`src/rtl/riscv_pkg.sv`:
```
// Shared definitions for the operand fetch slice: default widths, the
// hard-wired zero register index and the forwarding source encoding.
package riscv_pkg;

  localparam int DEF_DWIDTH = 32;
  localparam int DEF_AWIDTH = 5;

  // Register x0 always reads as zero and is never a forwarding target.
  localparam int REG_X0 = 0;

  // Where an operand was taken from.
  typedef enum logic [1:0] {
    FWD_ZERO = 2'd0,
    FWD_EXM  = 2'd1,
    FWD_WB   = 2'd2,
    FWD_RF   = 2'd3
  } fwd_sel_t;

endpackage

```
`src/rtl/operand_fetch_stage_if.sv`:
```
// Decode-side and execute-side handshake bundle of the operand fetch stage.
// master = the surrounding pipeline (drives instructions, consumes results),
// slave  = the operand fetch stage itself.
interface operand_fetch_stage_if #(
  parameter int DWIDTH = riscv_pkg::DEF_DWIDTH,
  parameter int AWIDTH = riscv_pkg::DEF_AWIDTH
);
  // upstream (decode) side
  logic              in_valid;
  logic              in_ready;
  logic [AWIDTH-1:0] in_rs1;
  logic [AWIDTH-1:0] in_rs2;
  logic              in_rs1_used;
  logic              in_rs2_used;
  logic [AWIDTH-1:0] in_rd;
  logic              in_rd_we;
  logic              in_is_load;
  // downstream (execute) side
  logic              out_valid;
  logic              out_ready;
  logic [DWIDTH-1:0] out_op1;
  logic [DWIDTH-1:0] out_op2;
  logic [AWIDTH-1:0] out_rd;
  logic              out_rd_we;
  logic              out_is_load;

  modport master (
    output in_valid, in_rs1, in_rs2, in_rs1_used, in_rs2_used,
           in_rd, in_rd_we, in_is_load, out_ready,
    input  in_ready, out_valid, out_op1, out_op2, out_rd, out_rd_we, out_is_load
  );

  modport slave (
    input  in_valid, in_rs1, in_rs2, in_rs1_used, in_rs2_used,
           in_rd, in_rd_we, in_is_load, out_ready,
    output in_ready, out_valid, out_op1, out_op2, out_rd, out_rd_we, out_is_load
  );
endinterface

```
`src/rtl/operand_fetch_stage_fwd_mux.sv`:
```
// Per-operand bypass selector: x0, then EX/MEM (non-load), then WB, then
// the register file read data. Purely combinational.
module fwd_mux
  import riscv_pkg::*;
#(
  parameter int DWIDTH = DEF_DWIDTH,
  parameter int AWIDTH = DEF_AWIDTH
) (
  input  logic [AWIDTH-1:0] rs,
  input  logic [DWIDTH-1:0] rf_data,
  input  logic [AWIDTH-1:0] exm_rd,
  input  logic              exm_we,
  input  logic              exm_is_load,
  input  logic [DWIDTH-1:0] exm_data,
  input  logic [AWIDTH-1:0] wb_rd,
  input  logic              wb_we,
  input  logic [DWIDTH-1:0] wb_data,
  output logic [DWIDTH-1:0] operand,
  output fwd_sel_t          sel
);

  // Priority select; a load in EX/MEM has no data yet so it never forwards.
  // rs==x0 is checked first, which also keeps rd=x0 producers from forwarding.
  always_comb begin
    sel     = FWD_RF;
    operand = rf_data;
    if (rs == AWIDTH'(REG_X0)) begin
      sel     = FWD_ZERO;
      operand = '0;
    end else if (exm_we && !exm_is_load && (exm_rd == rs)) begin
      sel     = FWD_EXM;
      operand = exm_data;
    end else if (wb_we && (wb_rd == rs)) begin
      // RF write lands on this edge, so RDx is still stale here.
      sel     = FWD_WB;
      operand = wb_data;
    end
  end

endmodule

```
`src/rtl/operand_fetch_stage.sv`:
```
// Operand fetch stage: drives RF read addresses, resolves operands through
// two forwarding muxes, stalls on load-use and holds the result in a
// single-entry ID/EX register with valid/ready on both sides.
// Optional feature macro: OPFETCH_STALL_CNT_EN adds a saturating 32-bit
// count of hazard cycles on port stall_cnt.
module operand_fetch_stage
  import riscv_pkg::*;
#(
  parameter int DWIDTH = DEF_DWIDTH,
  parameter int AWIDTH = DEF_AWIDTH
) (
  input  logic                CLK,
  input  logic                RST,
  operand_fetch_stage_if.slave bus,
  output logic [AWIDTH-1:0]   RA1,
  output logic [AWIDTH-1:0]   RA2,
  input  logic [DWIDTH-1:0]   RD1,
  input  logic [DWIDTH-1:0]   RD2,
  input  logic [AWIDTH-1:0]   exm_rd,
  input  logic                exm_we,
  input  logic                exm_is_load,
  input  logic [DWIDTH-1:0]   exm_data,
  input  logic [AWIDTH-1:0]   wb_rd,
  input  logic                wb_we,
  input  logic [DWIDTH-1:0]   wb_data,
  input  logic                flush
`ifdef OPFETCH_STALL_CNT_EN
  ,
  output logic [31:0]         stall_cnt
`endif
);

  logic [AWIDTH-1:0] rs_arr   [2];
  logic              used_arr [2];
  logic [DWIDTH-1:0] rf_arr   [2];
  logic [DWIDTH-1:0] op_arr   [2];
  fwd_sel_t          sel_arr  [2];
  logic [1:0]        hz_src;
  logic              hazard;
  logic              accept;

  logic              out_valid_reg, out_valid_next;
  logic [DWIDTH-1:0] out_op1_reg,   out_op1_next;
  logic [DWIDTH-1:0] out_op2_reg,   out_op2_next;
  logic [AWIDTH-1:0] out_rd_reg,    out_rd_next;
  logic              out_rd_we_reg, out_rd_we_next;
  logic              out_is_load_reg, out_is_load_next;

  assign RA1 = bus.in_rs1;
  assign RA2 = bus.in_rs2;

  assign rs_arr[0]   = bus.in_rs1;
  assign rs_arr[1]   = bus.in_rs2;
  assign used_arr[0] = bus.in_rs1_used;
  assign used_arr[1] = bus.in_rs2_used;
  assign rf_arr[0]   = RD1;
  assign rf_arr[1]   = RD2;

  genvar gi;
  generate
    for (gi = 0; gi < 2; gi++) begin : g_src
      fwd_mux #(.DWIDTH(DWIDTH), .AWIDTH(AWIDTH)) u_fwd_mux (
        .rs          (rs_arr[gi]),
        .rf_data     (rf_arr[gi]),
        .exm_rd      (exm_rd),
        .exm_we      (exm_we),
        .exm_is_load (exm_is_load),
        .exm_data    (exm_data),
        .wb_rd       (wb_rd),
        .wb_we       (wb_we),
        .wb_data     (wb_data),
        .operand     (op_arr[gi]),
        .sel         (sel_arr[gi])
      );
      // Load-use check for this source; FWD_ZERO means rs is x0, which never stalls.
      assign hz_src[gi] = used_arr[gi] && (sel_arr[gi] != FWD_ZERO) &&
                          ((out_valid_reg && out_is_load_reg && out_rd_we_reg &&
                            (out_rd_reg == rs_arr[gi])) ||
                           (exm_we && exm_is_load && (exm_rd == rs_arr[gi])));
    end
  endgenerate

  assign hazard       = bus.in_valid && (|hz_src);
  assign bus.in_ready = !flush && !hazard && (!out_valid_reg || bus.out_ready);
  assign accept       = bus.in_valid && bus.in_ready;

  // Next ID/EX contents: flush kills, accept loads, drain empties, else hold.
  always_comb begin
    out_valid_next   = out_valid_reg;
    out_op1_next     = out_op1_reg;
    out_op2_next     = out_op2_reg;
    out_rd_next      = out_rd_reg;
    out_rd_we_next   = out_rd_we_reg;
    out_is_load_next = out_is_load_reg;
    if (flush) begin
      out_valid_next = 1'b0;
    end else if (accept) begin
      out_valid_next   = 1'b1;
      out_op1_next     = op_arr[0];
      out_op2_next     = op_arr[1];
      out_rd_next      = bus.in_rd;
      out_rd_we_next   = bus.in_rd_we;
      out_is_load_next = bus.in_is_load;
    end else if (bus.out_ready) begin
      out_valid_next = 1'b0;
    end
  end

  // ID/EX register; reset wins over flush and the handshake.
  always_ff @(posedge CLK) begin
    if (RST) begin
      out_valid_reg   <= 1'b0;
      out_op1_reg     <= '0;
      out_op2_reg     <= '0;
      out_rd_reg      <= '0;
      out_rd_we_reg   <= 1'b0;
      out_is_load_reg <= 1'b0;
    end else begin
      out_valid_reg   <= out_valid_next;
      out_op1_reg     <= out_op1_next;
      out_op2_reg     <= out_op2_next;
      out_rd_reg      <= out_rd_next;
      out_rd_we_reg   <= out_rd_we_next;
      out_is_load_reg <= out_is_load_next;
    end
  end

  assign bus.out_valid   = out_valid_reg;
  assign bus.out_op1     = out_op1_reg;
  assign bus.out_op2     = out_op2_reg;
  assign bus.out_rd      = out_rd_reg;
  assign bus.out_rd_we   = out_rd_we_reg;
  assign bus.out_is_load = out_is_load_reg;

`ifdef OPFETCH_STALL_CNT_EN
  logic [31:0] stall_cnt_reg;

  // Saturating count of cycles in which a load-use hazard blocks the input.
  always_ff @(posedge CLK) begin
    if (RST) begin
      stall_cnt_reg <= '0;
    end else if (hazard && (stall_cnt_reg != 32'hFFFF_FFFF)) begin
      stall_cnt_reg <= stall_cnt_reg + 32'd1;
    end
  end

  assign stall_cnt = stall_cnt_reg;
`endif

endmodule

```
`src/flat_wrapper.sv`:
```
// flat-port wrapper written by rule: the top's interface ports become plain ports
module operand_fetch_stage_flat import riscv_pkg::*;
#(
  parameter int DWIDTH = DEF_DWIDTH,
  parameter int AWIDTH = DEF_AWIDTH
)
  (CLK, RST, RA1, RA2, RD1, RD2, exm_rd, exm_we, exm_is_load, exm_data, wb_rd, wb_we, wb_data, flush, bus_in_valid, bus_in_rs1, bus_in_rs2, bus_in_rs1_used, bus_in_rs2_used, bus_in_rd, bus_in_rd_we, bus_in_is_load, bus_out_ready, bus_in_ready, bus_out_valid, bus_out_op1, bus_out_op2, bus_out_rd, bus_out_rd_we, bus_out_is_load);
  operand_fetch_stage_if #(.DWIDTH(DWIDTH), .AWIDTH(AWIDTH)) bus_i ();
  input  logic CLK;
  input  logic RST;
  output logic [AWIDTH-1:0] RA1;
  output logic [AWIDTH-1:0] RA2;
  input  logic [DWIDTH-1:0] RD1;
  input  logic [DWIDTH-1:0] RD2;
  input  logic [AWIDTH-1:0] exm_rd;
  input  logic exm_we;
  input  logic exm_is_load;
  input  logic [DWIDTH-1:0] exm_data;
  input  logic [AWIDTH-1:0] wb_rd;
  input  logic wb_we;
  input  logic [DWIDTH-1:0] wb_data;
  input  logic flush;
  input wire logic [$bits(bus_i.in_valid)-1:0] bus_in_valid;
  input wire logic [$bits(bus_i.in_rs1)-1:0] bus_in_rs1;
  input wire logic [$bits(bus_i.in_rs2)-1:0] bus_in_rs2;
  input wire logic [$bits(bus_i.in_rs1_used)-1:0] bus_in_rs1_used;
  input wire logic [$bits(bus_i.in_rs2_used)-1:0] bus_in_rs2_used;
  input wire logic [$bits(bus_i.in_rd)-1:0] bus_in_rd;
  input wire logic [$bits(bus_i.in_rd_we)-1:0] bus_in_rd_we;
  input wire logic [$bits(bus_i.in_is_load)-1:0] bus_in_is_load;
  input wire logic [$bits(bus_i.out_ready)-1:0] bus_out_ready;
  output wire logic [$bits(bus_i.in_ready)-1:0] bus_in_ready;
  output wire logic [$bits(bus_i.out_valid)-1:0] bus_out_valid;
  output wire logic [$bits(bus_i.out_op1)-1:0] bus_out_op1;
  output wire logic [$bits(bus_i.out_op2)-1:0] bus_out_op2;
  output wire logic [$bits(bus_i.out_rd)-1:0] bus_out_rd;
  output wire logic [$bits(bus_i.out_rd_we)-1:0] bus_out_rd_we;
  output wire logic [$bits(bus_i.out_is_load)-1:0] bus_out_is_load;
  assign bus_i.in_valid = bus_in_valid;
  assign bus_i.in_rs1 = bus_in_rs1;
  assign bus_i.in_rs2 = bus_in_rs2;
  assign bus_i.in_rs1_used = bus_in_rs1_used;
  assign bus_i.in_rs2_used = bus_in_rs2_used;
  assign bus_i.in_rd = bus_in_rd;
  assign bus_i.in_rd_we = bus_in_rd_we;
  assign bus_i.in_is_load = bus_in_is_load;
  assign bus_i.out_ready = bus_out_ready;
  assign bus_in_ready = bus_i.in_ready;
  assign bus_out_valid = bus_i.out_valid;
  assign bus_out_op1 = bus_i.out_op1;
  assign bus_out_op2 = bus_i.out_op2;
  assign bus_out_rd = bus_i.out_rd;
  assign bus_out_rd_we = bus_i.out_rd_we;
  assign bus_out_is_load = bus_i.out_is_load;
  operand_fetch_stage #(.DWIDTH(DWIDTH), .AWIDTH(AWIDTH)) u_core (.CLK(CLK), .RST(RST), .bus(bus_i), .RA1(RA1), .RA2(RA2), .RD1(RD1), .RD2(RD2), .exm_rd(exm_rd), .exm_we(exm_we), .exm_is_load(exm_is_load), .exm_data(exm_data), .wb_rd(wb_rd), .wb_we(wb_we), .wb_data(wb_data), .flush(flush));
endmodule
```
`config.mk`:
```
export PLATFORM = sky130hd
export DESIGN_NAME = operand_fetch_stage_flat
export DESIGN_NICKNAME = d
export VERILOG_FILES = /design/src/rtl/riscv_pkg.sv /design/src/rtl/operand_fetch_stage_if.sv /design/src/rtl/operand_fetch_stage_fwd_mux.sv /design/src/rtl/operand_fetch_stage.sv /design/src/flat_wrapper.sv
export SDC_FILE = /design/constraint.sdc
export NUM_CORES = 1
export LEC_CHECK = 0
export CAP_MARGIN = 20
export CORE_MARGIN = 5
export CORE_UTILIZATION = 38
export CTS_CLUSTER_DIAMETER = 200
export DETAILED_ROUTE_END_ITERATION = 10
export GPL_TIMING_DRIVEN = 0
export HOLD_SLACK_MARGIN = 0.05
export PLACE_DENSITY = 0.79
export SLEW_MARGIN = 30
export SYNTH_ARGS = -nofsm -noshare
export SYNTH_HDL_FRONTEND = slang
export SYNTH_SLANG_ARGS = --single-unit
export TNS_END_PERCENT = 30
```
`constraint.sdc`:
```
create_clock -name CLK -period 2.2 [get_ports CLK]
set_input_delay 0.44 -clock CLK [delete_from_list [all_inputs] [get_ports CLK]]
set_output_delay 0.44 -clock CLK [all_outputs]
set_load 0.005 [all_outputs]
```
After elaboration in Yosys (flattened, before gate mapping). Index checks and enable logic that the tools add are counted.

Reductions and logical operators: 35. Mux-type cells: 14. Bitwise operators: 1. Equality and inequality tests: 6.

Operator list (count): $mux 32 (6); $eq 5x5->1 (6); $logic_and 1x1->1 (20); $logic_not 5->1 (2); $mux 2 (4); $reduce_bool 2->1 (3); $logic_not 1->1 (4); $mux 1 (4); $reduce_or 2->1 (2); $logic_or 1x1->1 (3); $reduce_and 2->1 (1); $not 1->1 (1).

Bits of input ports: 165. Output and inout bits: 83. Word-level logic and storage cells: 62. Register bits after elaboration: 72.

Depth between registers and ports, before layout. Gate-level depths: netlist of the first run.

Depth after elaboration: 15. Mapped depth: 8. Gate-level depth less buffers: 6.

Modules after synthesis. From an unflattened synthesis of the first run, not the netlist that was laid out.

Cell total of the unflattened synthesis: 904. Area total of the unflattened synthesis: 6927.9 sq um.

Modules (own cells, without submodules): operand_fetch_stage (cells each 366, instances 1, area each 3689.8 sq um, sequential area each 1441.4 sq um); fwd_mux (cells each 269, instances 2, area each 1619.1 sq um, sequential area each 0.0 sq um).

Worst setup path before layout of the first run. OpenSTA, ideal clock, no wires.

Path type: input to register. From: input bus_in_rs1[4]. To: register u_core.out_op1_reg[0] (netlist: u_core.bus.out_op1[0]). Required time: 2.079 ns. Buffers on the path: 2. Slack: 0.088 ns. Arrival: 1.990 ns. Cell stages on the path: 7. Library setup time: 0.121 ns. Cells stage by stage: or4_4 o21ai_2 a21oi_2 or2_1 buf_6 buf_12 mux2_4.

Cells in the longest elaborated chain, start to end: 15. Elaborated cells between the ends (all ways): 25. Classes of those cells: eq/ne: 3; mux: 6; reduce/logical: 16.

Ends and longest elaborated chain: start, declared (RTL line flat_wrapper.sv:24) `input wire logic [$bits(bus_i.in_rs1)-1:0] bus_in_rs1;`; $eq 5x5->1 (RTL line operand_fetch_stage_fwd_mux.sv:33) `end else if (wb_we && (wb_rd == rs)) begin`; $logic_and 1x1->1 (RTL line operand_fetch_stage_fwd_mux.sv:33); $mux 1 (RTL line operand_fetch_stage_fwd_mux.sv:33); $mux 2 (RTL line operand_fetch_stage_fwd_mux.sv:30) `end else if (exm_we && !exm_is_load && (exm_rd == rs)) begin`; $mux 2 (RTL line operand_fetch_stage_fwd_mux.sv:27) `if (rs == AWIDTH'(REG_X0)) begin`; $reduce_bool 2->1 (RTL line operand_fetch_stage.sv:76) `assign hz_src[gi] = used_arr[gi] && (sel_arr[gi] != FWD_ZERO) &&`; $logic_and 1x1->1 (2 in series) (RTL line operand_fetch_stage.sv:76); $reduce_or 2->1 (RTL line operand_fetch_stage.sv:83) `assign hazard = bus.in_valid && (|hz_src);`; $logic_and 1x1->1 (RTL line operand_fetch_stage.sv:83); $logic_not 1->1 (RTL line operand_fetch_stage.sv:84) `assign bus.in_ready = !flush && !hazard && (!out_valid_reg || bus.out_ready);`; $logic_and 1x1->1 (2 in series) (RTL line operand_fetch_stage.sv:84); $logic_and 1x1->1 (RTL line operand_fetch_stage.sv:85) `assign accept = bus.in_valid && bus.in_ready;`; $reduce_and 2->1 (no source line); end signal, assigned (RTL line operand_fetch_stage.sv:120) `out_op1_reg <= out_op1_next;`; end, declared (RTL line operand_fetch_stage.sv:43) `logic [DWIDTH-1:0] out_op1_reg, out_op1_next;`.

Several ways; a longest one is shown, not always the timed one. A chain may end at the register's enable or synchronous reset.

Worst setup path after layout of the first run.
From: input bus_in_rs1[4]. To: output bus_in_ready.

Cells in the longest elaborated chain, start to end: 13. Elaborated cells between the ends (all ways): 20. Classes of those cells: eq/ne: 3; mux: 3; reduce/logical: 14.

Ends and longest elaborated chain: $eq 5x5->1 (RTL line operand_fetch_stage_fwd_mux.sv:33); $logic_and 1x1->1 (RTL line operand_fetch_stage_fwd_mux.sv:33); $mux 1 (RTL line operand_fetch_stage_fwd_mux.sv:33); $mux 2 (RTL line operand_fetch_stage_fwd_mux.sv:30); $mux 2 (RTL line operand_fetch_stage_fwd_mux.sv:27); $reduce_bool 2->1 (RTL line operand_fetch_stage.sv:76); $logic_and 1x1->1 (RTL line operand_fetch_stage.sv:76); $logic_and 1x1->1 (*) (RTL line operand_fetch_stage.sv:76); $reduce_or 2->1 (*) (RTL line operand_fetch_stage.sv:83); $logic_and 1x1->1 (*) (RTL line operand_fetch_stage.sv:83); $logic_not 1->1 (*) (RTL line operand_fetch_stage.sv:84); $logic_and 1x1->1 (*) (2 in series) (RTL line operand_fetch_stage.sv:84); end, declared (RTL line flat_wrapper.sv:32) `output wire logic [$bits(bus_i.in_ready)-1:0] bus_in_ready;`.

Every way passes the cells marked *; elsewhere a longest branch is shown, timed or not.

==> results by group, run 1 <==
Run status
  – Status: complete, but fails checks
  – Failing checks: setup timing

Synthesis
  – Async SR Flop Fraction: 0%
  – Synth unique cells: 31
  – Sequential area share after synthesis: 28.3%
  – Mapped Cells: 541
  – Count leader, synth: o21ai_0
  – Ys flop type: dfxtp_1
  – Post-synth EDFFs: 0
  – Mapped Nets: 706
  – FF+latch count, synth: 72
  – Synth cell count leaders: o21ai_0 (78), nor2b_1 (73), dfxtp_1 (72)
  – Cell area after synthesis: 5090 µm²
  – Cell taking the most area after synthesis: dfxtp_1
  – Top cells by area, synth: dfxtp_1 (28%), mux2_4 (19%), mux2i_1 (13%), nor2b_1 (9.0%), o21ai_0 (7.7%)
  – Yosys top cell area share: 28.3%
  – Avg Inst Size Synth: 9.40 µm²
  – Synthesis Warnings: 0

Hold path
  – Worst hold path startpoint: u_core.bus.out_op1[10]
  – Worst Hold End: u_core.bus.out_op1[10]
  – Min-Delay Path Class: register to register
  – Min-Delay Path Depth: 2

Placement
  – Detailed placement HPWL: 15.0 mm
  – Placed Area: 7770 µm²
  – Placer's final routability congestion estimate: 0.948
  – Port bufs: 246
  – Placed instance count: 963

Floorplanning
  – Initial Util: 38.6%
  – IO Count: 248
  – Row count: 42
  – Die span in x: 126 µm
  – Die area: 15,800 µm²
  – Core region area: 13,200 µm²
  – Die extent in y: 126 µm

Final layout
  – Layout cells sized above 1: 19.6%
  – Reg area: 1450 µm²
  – Fin cells: 991
  – Ant diodes: 0
  – Final #Nets: 975
  – Post-route cell area: 8410 µm²
  – Fill count: 1,096
  – Area of the multi-input gates: 3400 µm²
  – Area grow syn2layout: 65.4%
  – Util after Layout: 63.8%

Clock network
  – Inserted Clock Buffers: 9
  – CTS tree: done
  – Clk root buf: clkbuf_16
  – Num Clock Sinks: 72
  – Clock Latency Late Sink: 330 ps
  – Worst-path clk slew: 60 ps
  – H-tree lvl count: 3
  – Max Root-Sink Buffers: 2

STA
  – Period utilisation layout: 102%
  – Achievable frequency: 447 MHz
  – Crit path time final: 2240 ps
  – Hold Slack: 614 ps
  – Clock skew: 4.71 ps
  – Unrepaired setup endpoints after global routing: yes
  – Final Hold Viols: 0
  – Final worst setup slack: -35.8 ps
  – Slew @ Worst Pin: 574 ps
  – Setup TNS: -56.4 ps
  – Slew HR: 61.7%
  – Setup violators final: 4
  – Fin. max-slew vios: 0

Critical path
  – Setup Crit Path Kind: input port to primary output
  – Critical Path Max Stage Delay: 520 ps
  – Worst path cell trace: buf_2 -> or4_4 -> o21ai_4 -> a21oi_4 -> nand3b_1 -> a21boi_1 -> buf_2
  – CP most frequent cell: buf_2
  – Top delay family on crit path: simple AND/OR/NAND/NOR gates
  – Critical Path RT: 1760 ps
  – RR Endpoint: u_core.bus.out_op1[8]
  – Critical path's slowest cell: or4_4
  – R2r setup slk: 120 ps
  – Crit start category: input port
  – Worst R2R Start: u_core.bus.out_rd[4]
  – CP Max Fanout: 5
  – Worst path bufs/invs: 2
  – Critical path endpoint category: primary output
  – Data arrival, critical path: 1800 ps
  – R2R cell count: 9

Global route
  – Largest net degree at the start of global routing: 14
  – Total gr overflow: 0
  – First-pass GRT wire length: 29.5 mm
  – Vias in the first global route: 5,405
  – Initial antenna violation count: 0
  – All-Layer GR Usage: 23.2%

Power
  – Gate power share: 27.1%
  – Seq pwr share: 35.6%
  – Sw Pwr: 1.05 mW
  – Peak supply drop: 0.406 mV
  – Clock power frac: 37.3%
  – Internal: 2.94 mW
  – Sw Ratio: 26.3%
  – LEAKAGE: 3.25 nW
  – Power per Cell Area: 474 nW/µm²

Routing
  – Avg WL per Cell: 19.5 µm
  – Final ANT Viol Nets: 0
  – Drt via density: 5.15
  – Iteration-0 DRC Markers: 323
  – Vias: 5,108
  – Final wirelength: 19.3 mm
  – Residual DRC: 0
  – Drt pass-1 iters: 5

Job
  – MaxCap Viol Count: 0
[power by group through the flow]
stage | logic [mW] | registers (mW) | clock network, mW
after floorplan | 0.435 | 1.45 | 0
after global placement | 1.02 | 1.44 | 0
after detailed placement | 1.04 | 1.44 | 0
after CTS | 1.07 | 1.42 | 1.51
after global routing | 1.15 | 1.43 | 1.57
final | 1.08 | 1.42 | 1.49
[repair_timing]
item,CTS,global route
buffers inserted,7,3
pin swaps,13,8
hold buffers,0,0
gates cloned,2,0
setup endpoints to repair,73,65
resized for setup,102,31
[metrics by stage]
stage | total power, mW | worst slack [ps]
5_1_grt | 4.15 | -115
3_5_place_dp | 2.49 | -1000
2_1_floorplan | 1.88 | 88.4
3_3_place_gp | 2.46 | -955
6_report | 3.99 | -35.8
4_1_cts | 3.99 | -0.297
[cell usage in the layout, fill, tap and decap left out, types with 3 or more instances in the layout]
master / netlist / final
clkbuf_2: 0 / 6
nand4_1: 4 / 4
mux2i_2: 0 / 6
mux2_4: 63 / 63
dfxtp_1: 72 / 68
clkbuf_1: 27 / 24
mux2i_1: 64 / 57
o21ai_0: 78 / 76
clkdlybuf4s15_2: 0 / 3
nor2b_1: 73 / 72
xnor2_1: 5 / 5
buf_2: 8 / 5
buf_12: 6 / 14
clkbuf_16: 0 / 9
a21oi_1: 65 / 62
dlygate4sd2_1: 0 / 8
xor2_1: 25 / 24
buf_4: 10 / 18
nand2b_1: 7 / 7
buf_6: 2 / 6
dfxtp_2: 0 / 3
clkdlybuf4s50_1: 0 / 225
nor2_1: 9 / 9
a21oi_2: 1 / 3
[cells by family (layout without fill, tap and decap cells)]
kind of cell              Yosys count  in the layout  synth area share [%]
and+or+nand+nor                   111            111                  13.3
DFF                                72             72                  28.3
AOI/OAI and AO/OA                 147            147                  14.7
buffers and inverters              53            327                  7.06
muxes                             128            128                  31.4
xor gates and xnor gates           30             30                  5.17
[worst max path at each step]
stage                               startpoint                     to  cells past startpoint
after CTS                 u_core.bus.out_rd[4]           bus_in_ready                      7
after global routing      u_core.bus.out_rd_we           bus_in_ready                      7
after floorplan                  bus_in_rs1[4]  u_core.bus.out_op1[0]                      7
final                            bus_in_rs1[4]           bus_in_ready                      7
after detailed placement         bus_in_rs1[3]  u_core.bus.out_op1[0]                      9
after global placement           bus_in_rs1[0]           bus_in_ready                      8
[worst min-delay path, cell delays in order, from the launching register on]
cell and delay (ps):
dfxtp_1 320, nor2b_1 130, mux2_4 140
[final cells by class]
| class | instances | share of cell area (%) |
|---|---|---|
| sequential | 72 | 17.2 |
| tap | 176 | 2.62 |
| clock inverter | 6 | 0.803 |
| multi-input combinational | 416 | 40.4 |
| clock buffer | 10 | 2.72 |
| buffer | 53 | 5.65 |
| timing repair buffer | 258 | 30.6 |
[routing by layer]
metal / track usage [%] / routed length [µm] / vias to the layer above / share of wire (%)
met2: 41.0 / 9620 / 213 / 50
met3: 4.91 / 1080 / 38 / 5.6
li1: - / - / 2451 / -
met5: 0 / 0 / - / 0
met1: 27.7 / 8070 / 2406 / 42
met4: 8.04 / 552 / 0 / 2.9
Note: power is estimated with default switching activity, not from simulation.
==> run 2: changes to the inputs <==
--- a/config.mk
+++ b/config.mk
@@ -7,8 +7,7 @@
 export LEC_CHECK = 0
 export CAP_MARGIN = 20
 export CORE_MARGIN = 5
-export CORE_UTILIZATION = 38
-export CTS_CLUSTER_DIAMETER = 200
+export CORE_UTILIZATION = 40
 export DETAILED_ROUTE_END_ITERATION = 10
 export GPL_TIMING_DRIVEN = 0
 export HOLD_SLACK_MARGIN = 0.05
==> constraint.sdc (replaced) <==
create_clock -name CLK -period 2.1 [get_ports CLK]
set_input_delay 0.42 -clock CLK [delete_from_list [all_inputs] [get_ports CLK]]
set_output_delay 0.42 -clock CLK [all_outputs]
set_load 0.005 [all_outputs]
==> run 2 against run 1 <==
The flow still finishes with violations (setup timing). Cell count grew 0.30%. Core utilization grew 4.1 points. Largest cell class unchanged. Sequential power grew 5%.
==> results by group, run 2 (synthesized netlist as in run 1, its figures left out) <==
Run status
  – Status: complete, but fails checks
  – Failing checks: setup timing

Placement
  – Port bufs: 246
  – Placer's final routability congestion estimate: 0.953
  – Detailed placement HPWL: 14.7 mm
  – Pre-CTS setup slack: -1060 ps

Routing
  – Iteration-0 DRC Markers: 306
  – Vias: 5,170
  – Residual DRC: 0
  – Final wirelength: 19.5 mm
  – Final ANT Viol Nets: 0
  – Drt pass-1 iters: 4
  – Avg WL per Cell: 19.6 µm
  – Drt via density: 5.20

Hold path
  – Min-Delay Path Class: register to register
  – Worst hold path startpoint: u_core.bus.out_op1[12]
  – Min-Delay Path Depth: 2
  – Worst Hold End: u_core.bus.out_op1[12]

STA
  – Fin. max-slew vios: 0
  – Achievable frequency: 461 MHz
  – Clock skew: 5.89 ps
  – Setup violators final: 39
  – Unrepaired setup endpoints after global routing: yes
  – Final worst setup slack: -70.5 ps
  – Crit path time final: 2170 ps
  – Slew HR: 60.9%
  – Slew @ Worst Pin: 586 ps
  – Final Hold Viols: 0
  – Period utilisation layout: 103%

Clock network
  – Clk root buf: clkbuf_16
  – Inserted Clock Buffers: 9
  – CTS tree: done
  – Clock Latency Late Sink: 340 ps
  – H-tree lvl count: 3
  – Max Root-Sink Buffers: 2
  – Num Clock Sinks: 72
  – CTS hold repair buffers: 0
  – Worst-path clk slew: 60 ps

Floorplanning
  – Die area: 15,100 µm²
  – Initial Util: 40.5%
  – Die extent in y: 123 µm
  – Row count: 41
  – IO Count: 248
  – Core region area: 12,600 µm²
  – Die span in x: 123 µm

Power
  – LEAKAGE: 3.32 nW
  – Power per Cell Area: 496 nW/µm²
  – Peak supply drop: 0.313 mV

Critical path
  – CP Max Fanout: 5
  – Critical path endpoint category: primary output
  – Setup Crit Path Kind: input port to primary output
  – Critical Path RT: 1680 ps
  – R2r setup slk: 10 ps
  – Data arrival, critical path: 1750 ps
  – Crit start category: input port
  – RR Endpoint: u_core.bus.out_op2[16]
  – Worst R2R Start: u_core.bus.out_rd[3]
  – R2R cell count: 8

Final layout
  – Ant diodes: 0
  – Layout cells sized above 1: 20.3%
  – Util after Layout: 67.9%
  – Area grow syn2layout: 67.7%
  – Commonest non-fill, non-tap cell in the layout: clkdlybuf4s50_1
  – Leading cell types in the layout, fill and taps excluded: clkdlybuf4s50_1 (225), o21ai_0 (78), nor2b_1 (72)
  – Final #Nets: 982

Global route
  – All-Layer GR Usage: 24.9%
  – Total gr overflow: 0
  – First-pass GRT wire length: 29.0 mm
  – Vias in the first global route: 5,500
  – Largest net degree at the start of global routing: 12
  – Initial antenna violation count: 0

Job
  – MaxCap Viol Count: 0
run 2: report_power, final:
part | total, mW | internal (mW) | switching (mW)
sequential | 1.49 | 1.44 | 0.0444
combinational | 1.17 | 0.733 | 0.434
clock | 1.58 | 0.982 | 0.596
run 2: worst max path at each step:
stage                  startpoint                     end  slack (ps)  depth (start not counted)
floorplan           bus_in_rs1[4]   u_core.bus.out_op1[0]           8                          7
global placement    bus_in_rs1[4]            bus_in_ready       -1020                          7
detailed placement  bus_in_rs1[0]            bus_in_ready       -1060                          7
CTS                 bus_in_rs1[1]            bus_in_ready         -70                          7
global route             wb_rd[3]  u_core.bus.out_op2[18]        -140                          9
finish              bus_in_rs2[3]            bus_in_ready         -70                          7
run 2: worst max-delay path, cell delays in order:
cell and delay (ps):
clkdlybuf4s15_2 250, xor2_1 170, nor4_1 280, nand4_1 250
nand3b_1 180, a21boi_1 70, buf_2 130
run 2: area by class of cell:
type | count | area [µm²]
Sequential cell | 72 | 1450
Clock buffer | 13 | 260
Timing Repair Buffer | 265 | 2670
Fill cell | 1007 | 4040
Tap cell | 172 | 215
Clock inverter | 3 | 40.0
Multi-Input combinational cell | 416 | 3430
Buffer | 53 | 467
run 2: per-layer routing:
layer	track usage, %	vias up	routed length, µm
met5	0	-	0
met4	9.03	0	445
met3	5.90	36	1320
met2	44.2	203	9670
met1	29.1	2465	8060
li1	-	2466	-
run 2: what timing repair did:
| action | in CTS | in global routing |
|---|---|---|
| endpoints found under the setup margin | 82 | 65 |
| buffers inserted | 13 | 2 |
| pin swaps | 17 | 12 |
| gates resized for setup | 113 | 20 |
| gates cloned | 2 | 2 |
run 2: stage by stage:
stage | TNS (ps) | cell area, µm² | total power [mW] | cells | hold slack [ps]
after global placement | -60980 | 7760 | 2.59 | 959 | 579
after global routing | -5190 | 8530 | 4.41 | 994 | 643
after detailed placement | -63550 | 7760 | 2.61 | 959 | 590
final | -519 | 8530 | 4.23 | 994 | 606
after CTS | -1020 | 8440 | 4.22 | 990 | 604
after floorplan | 0 | 5090 | 1.97 | 541 | 563
